--- src/rtl/fetch_unit.sv ---
// ---------------------------------------------------------------------------
// fetch_unit
//   Instruction-fetch stage of a five-stage MIPS pipeline. Holds the PC,
//   presents it to instruction memory and loads the IF/ID pipeline register.
//   Fetch is redirected when the ID stage resolves a taken branch, a j/jal or
//   a jr. Hazard-unit stalls freeze both the PC and IF/ID.
//
//   Build option: define FETCH_DELAY_SLOT_EN for MIPS branch-delay-slot
//   behaviour. With it undefined, the instruction fetched during a redirect
//   is squashed and IF/ID receives a bubble.
//
// Parameters
//   RESET_PC    PC value loaded on reset
//
// Ports
//   clk_i       clock, all registers update on posedge
//   reset_i     asynchronous active-high reset
//   stall_i     hazard-unit stall, freezes PC and IF/ID
//   npc_sel_i   next-PC select: 00 seq, 01 cond. branch, 10 j/jal, 11 jr
//   br_taken_i  branch comparator result, used only when npc_sel_i == 01
//   rs_val_i    forwarded rs value, jr target
//   iaddr_o     instruction memory address (the PC register)
//   idata_i     instruction word for iaddr_o (combinational memory)
//   ir_d_o      IF/ID instruction register
//   pc4_d_o     IF/ID PC+4
//   pc8_d_o     pc4_d_o + 4, jal link value
//   valid_d_o   IF/ID holds a real instruction (0 = bubble)
// ---------------------------------------------------------------------------
module fetch_unit #(
    parameter logic [31:0] RESET_PC = 32'h0000_3000
) (
    input  logic        clk_i,
    input  logic        reset_i,
    input  logic        stall_i,
    input  logic [1:0]  npc_sel_i,
    input  logic        br_taken_i,
    input  logic [31:0] rs_val_i,
    output logic [31:0] iaddr_o,
    input  logic [31:0] idata_i,
    output logic [31:0] ir_d_o,
    output logic [31:0] pc4_d_o,
    output logic [31:0] pc8_d_o,
    output logic        valid_d_o
);

    localparam logic [1:0] NPC_SEQ = 2'b00;
    localparam logic [1:0] NPC_BR  = 2'b01;
    localparam logic [1:0] NPC_J   = 2'b10;
    localparam logic [1:0] NPC_JR  = 2'b11;

    logic [31:0] pc_q,    pc_d;
    logic [31:0] ir_q,    ir_d;
    logic [31:0] pc4_q,   pc4_d;
    logic        valid_q, valid_d;

    logic [31:0] pc_plus4;
    logic [31:0] br_target;
    logic [31:0] j_target;
    logic [31:0] jr_target;
    logic [31:0] redirect_target;
    logic        redirect;

    assign pc_plus4  = pc_q + 32'd4;
    assign br_target = pc4_q + {{14{ir_q[15]}}, ir_q[15:0], 2'b00};
    assign j_target  = {pc4_q[31:28], ir_q[25:0], 2'b00};
    assign jr_target = {rs_val_i[31:2], 2'b00};

    // A bubble in ID carries no control decision, so it can never redirect.
    assign redirect = valid_q &
                      (((npc_sel_i == NPC_BR) & br_taken_i) |
                       (npc_sel_i == NPC_J) |
                       (npc_sel_i == NPC_JR));

    always_comb begin
        redirect_target = pc_plus4;
        case (npc_sel_i)
            NPC_BR:  redirect_target = br_target;
            NPC_J:   redirect_target = j_target;
            NPC_JR:  redirect_target = jr_target;
            NPC_SEQ: redirect_target = pc_plus4;
            default: redirect_target = pc_plus4;
        endcase
    end

    always_comb begin
        pc_d    = pc_q;
        ir_d    = ir_q;
        pc4_d   = pc4_q;
        valid_d = valid_q;
        // Stall wins over redirect: ID operands are not yet valid, so the
        // redirect is re-evaluated on the first unstalled edge.
        if (!stall_i) begin
            pc_d  = redirect ? redirect_target : pc_plus4;
            pc4_d = pc_plus4;
`ifdef FETCH_DELAY_SLOT_EN
            ir_d    = idata_i;
            valid_d = 1'b1;
`else
            if (redirect) begin
                ir_d    = 32'd0;
                valid_d = 1'b0;
            end else begin
                ir_d    = idata_i;
                valid_d = 1'b1;
            end
`endif
        end
    end

    always_ff @(posedge clk_i or posedge reset_i) begin
        if (reset_i) begin
            pc_q    <= RESET_PC;
            ir_q    <= 32'd0;
            pc4_q   <= 32'd0;
            valid_q <= 1'b0;
        end else begin
            pc_q    <= pc_d;
            ir_q    <= ir_d;
            pc4_q   <= pc4_d;
            valid_q <= valid_d;
        end
    end

    assign iaddr_o   = pc_q;
    assign ir_d_o    = ir_q;
    assign pc4_d_o   = pc4_q;
    assign pc8_d_o   = pc4_q + 32'd4;
    assign valid_d_o = valid_q;

endmodule
--- config.mk ---
export PLATFORM = sky130hd
export DESIGN_NAME = fetch_unit
export DESIGN_NICKNAME = d
export VERILOG_FILES = /design/src/rtl/fetch_unit.sv
export SDC_FILE = /design/constraint.sdc
export NUM_CORES = 1
export LEC_CHECK = 0
export CORE_ASPECT_RATIO = 0.75
export CORE_MARGIN = 5
export CORE_UTILIZATION = 30
export DETAILED_ROUTE_END_ITERATION = 12
export PLACE_DENSITY = 0.64
export SETUP_SLACK_MARGIN = 0.02
export SLEW_MARGIN = 20
export SYNTH_ARGS = -nofsm -noshare
export SYNTH_HDL_FRONTEND = slang
export SYNTH_SLANG_ARGS = --single-unit
--- constraint.sdc ---
create_clock -name clk_i -period 5.46 [get_ports clk_i]
set_input_delay 1.638 -clock clk_i [delete_from_list [all_inputs] [get_ports clk_i]]
set_output_delay 1.638 -clock clk_i [all_outputs]
set_load 0.01 [all_outputs]
# --- Word-level counts from Yosys, hierarchy flattened ---
# Index checks and enable logic that the tools add are counted.
totals:
  reg_bits: 97
  in_bits: 70
  output_inout_bits: 129
  elab_cells: 19
op_classes:
  n_addsub: 3
  n_eq_ne: 3
  n_mux: 4
  n_bitwise: 4
  reduce_logical: 1
op_table:
  columns: ["operator", "count"]
  rows:
  - ["32-bit one-hot mux with 4 select lines", 1]
  - ["32-bit by 3-bit adder with 32-bit output (second input constant)", 2]
  - ["32-bit two-way mux", 2]
  - ["32-bit adder", 1]
  - ["2-bit == test (second input constant)", 2]
  - ["1-bit bitwise AND", 2]
  - ["2-bit by 1-bit == test with 1-bit output (second input constant)", 1]
  - ["2-bit zero test", 1]
  - ["1-bit OR", 2]
  - ["1-bit two-way mux", 1]

# --- Logic depth before layout (Yosys ltp) ---
logic_depth:
  word_depth: 6
  mapped_depth: 10
  ltp_nobuf: 10

# --- Worst setup path before layout ---
# OpenSTA, ideal clock, no wires.
synth_path:
  kind: "register -> output"
  start: "register pc4_q[9], in the netlist pc4_d_o[9]"
  end: "output pc8_d_o[31]"
  arrival_ns: 1.822
  required_time_ns: 3.822
  setup_slack_ns: 2.000
  stages_incl_launch_ff: 7
  n_path_buf: 0
  path_cell_list: "dfrtp_1 and3_1 and3_1 nand4_1 or3_1 nor2_1 xor2_1"
synth_via:
  elab_chain_len: 1
synth_rtl:
  columns: ["element", "line_no", "source"]
  rows:
  - ["start: declaration", "53", "logic [31:0] pc4_q, pc4_d;"]
  - ["start signal: assignment", "119", "pc4_q <= pc4_d;"]
  - ["32-bit by 3-bit adder with 32-bit output", "127", "assign pc8_d_o = pc4_q + 32'd4;"]
  - ["end: declaration", "42", "output logic [31:0] pc8_d_o,"]
# No other way between the ends.

# --- Worst setup path after layout ---
layout_path:
  start: "register pc4_q[9], in the netlist pc4_d_o[9]"
  end: "output pc8_d_o[30]"
# The elaborated chain is that of the path after synthesis.

==> flow_summary.json <==
{
  "die_width_um": 191.1,
  "pre_cts_slack_ns": 1.024,
  "pin_count": 199,
  "hold_violations": 0,
  "vias": 7290,
  "clkTransAtPathRegs_ns": 0.07,
  "root_buffer": "clkbuf_16",
  "holdBufCountCts": 0,
  "grt_start_max_net_pins": 86,
  "slew_viol_final": 0,
  "grt_pass1_vias": 6967,
  "fin_setup_tns_ns": 0,
  "gr-usage-all-layers": 0.1845,
  "yosysTopAreaCellShare": 0.3220,
  "drive_gt1_frac": 0.05987,
  "syn_to_final_growth_pct": 32.81,
  "antenna_left": 0,
  "p_leak_uw": 0.003955,
  "run_status": "completed",
  "dr.pass1.iters": 6,
  "cts_resized": 0,
  "finalSetupViolCount": 0,
  "ir_drop_mv": 0.2441,
  "syn_nets": 997,
  "wl_per_cell_um": 18.68,
  "crit_chain": "and3_1 > and3_1 > nand4_1 > nor3_1 > nand4_1 > xnor2_1 > clkdlybuf4s50_1",
  "drcViolationCount": 0,
  "cts.path.max_buffers": 2,
  "cp_max_fo": 7,
  "hp-class": "register to register",
  "clkLatencyLatePin_ns": 0.35,
  "path_class": "register to output port",
  "synthArstFlopShare": 1.000,
  "synthesis.area_um2": 7382,
  "die_area_um2": 27880,
  "fmax_mhz": 210.8,
  "setup_ws_ns": 0.7167,
  "row_count": 49,
  "fin_nets": 1166,
  "cts_buffers": 9,
  "slowest_stage": "nor3_1",
  "yosysTopAreaCell": "dfrtp_1",
  "worst_pin_slew_ns": 0.9961,
  "skew_ns": 0.007349,
  "powerDensity_nw_per_um2": 394.6,
  "syn_inst": 895,
  "synth_flop_cell": "dfrtp_1",
  "utilization": 0.4069,
  "diodes": 0,
  "grt_setup_unrepaired": "no",
  "maxCapViolCount": 0,
  "die_h_um": 145.9,
  "relSlewSlack": 0.3335,
  "whs_ns": 0.4844,
  "slowest_delay_ns": 0.64,
  "gp_congestion": 0.9042,
  "cts_setup_buffers": 0,
  "clkSinkCount": 97,
  "dp_hpwl_um": 20370,
  "synth_top_cells_by_area": "dfrtp_1, nand2_1, o21ai_0",
  "synthTopCellsByCount": "nand2_1, o21ai_0, dfrtp_1",
  "grt_remaining_overflow": 0,
  "synth-edff-count": 0,
  "avgSynthCellArea_um2": 8.248,
  "fp.coreArea_um2": 24090,
  "cp.required_ns": 3.82,
  "worstPathArrival_ns": 3.11,
  "p_total_uw": 3869,
  "start_util": 0.3064,
  "drt_iter0_drc": 525,
  "yosysMostFrequentCell": "nand2_1",
  "drt_wl_total_um": 26160,
  "io_buffers": 196,
  "htreeDepth": 3,
  "grt_pass1_wl_um": 40720,
  "fin_crit_ns": 4.743,
  "grt_antenna_before_repair": 1,
  "yosysWarnings": 0,
  "synth_cell_types": 67,
  "critPathLaunchType": "register",
  "setup.worst_path.end_class": "output port",
  "cts_tree": "done",
  "viasPerCell": 5.207,
  "ys_ff_latch": 97,
  "finalCritPeriodShare": 0.8687,
  "synth_sequential_area_ratio": 0.3292
}
## metrics by stage
stage          cells  area (um^2)
2_1_floorplan    895         7382
4_1_cts         1400         9804
6_report        1400         9804
3_5_place_dp    1384         9508
5_1_grt         1400         9804
3_3_place_gp    1384         9508
## area by class of cell
class                   count  area (um^2)
repair buffers            206         2029
clock inverters             6        67.56
well taps                 331        414.1
multi-input cells         734         4572
inverters                  16        62.56
flip-flops and latches     97         2430
clock buffers              10        229.0
fillers                  2420        14290
## where the power goes
group / internal, uW / switching [uW] / total [uW]
logic: 996 / 971 / 1970
clock network: 358 / 303 / 661
registers: 896 / 344 / 1240
total: 2250 / 1620 / 3870
## final timing paths
path	from	end	slack, ns	cells after the start
worst max-delay path	pc4_d_o[9]	pc8_d_o[30]	0.72	7
worst min-delay path	ir_d_o[29]	ir_d_o[29]	0.48	2
worst max register to register	ir_d_o[15]	iaddr_o[25]	2.39	8
worst min register to register	ir_d_o[29]	ir_d_o[29]	0.48	2
max in group asynchronous	reset_i	pc4_d_o[24]	2.92	3
min in group asynchronous	reset_i	ir_d_o[31]	1.72	2
## kinds of logic (layout without fill, tap and decap cells)
group / Yosys count / in the layout / share of synthesized area
simple gates: 332 / 332 / 0.2019
compound gates: 265 / 265 / 0.2229
flops: 97 / 97 / 0.3292
xor+xnor: 77 / 77 / 0.09136
buf+inv: 64 / 238 / 0.05186
fa+ha+maj: 32 / 32 / 0.05525
mux: 28 / 28 / 0.04763
## registers in the layout, summed over array words and instances (netlist names)
register / flops
iaddr_o: 32
ir_d_o: 32
pc4_d_o: 32
valid_d_o: 1
## placed cells by master, fill, tap and decap left out, types with 12 or more instances in the layout
cell             synthesis  layout
clkdlybuf4s50_1          0     194
nand2_1                175     174
o21ai_0                 96      96
dfrtp_1                 95      95
a21oi_1                 71      71
nor2_1                  49      49
xnor2_1                 41      41
xor2_1                  36      36
nand3_1                 33      33
ha_1                    31      31
mux2_2                  17      17
a21o_1                  16      16
inv_1                   16      15
o22ai_1                 14      14
nor3_1                  13      13
nand4_1                 13      13
and3_1                  12      12
## layer usage
layer,GRT usage,routed length (um),share of wire,vias up
met1,0.2714,12430,0.48,3405
met2,0.2582,10490,0.40,323
li1,-,-,-,3527
met5,0,13,0.00050,-
met3,0.06259,2664,0.10,33
met4,0.04666,552,0.021,2
## critical path: cells and delay by family (launching register included)
family	cells	cell delay, ns
XOR/XNOR	1	0.16
flip-flops	1	0.54
buffers and inverters	1	0.55
AND/OR/NAND/NOR	5	1.50
Note: power is estimated with default switching activity, not from simulation.
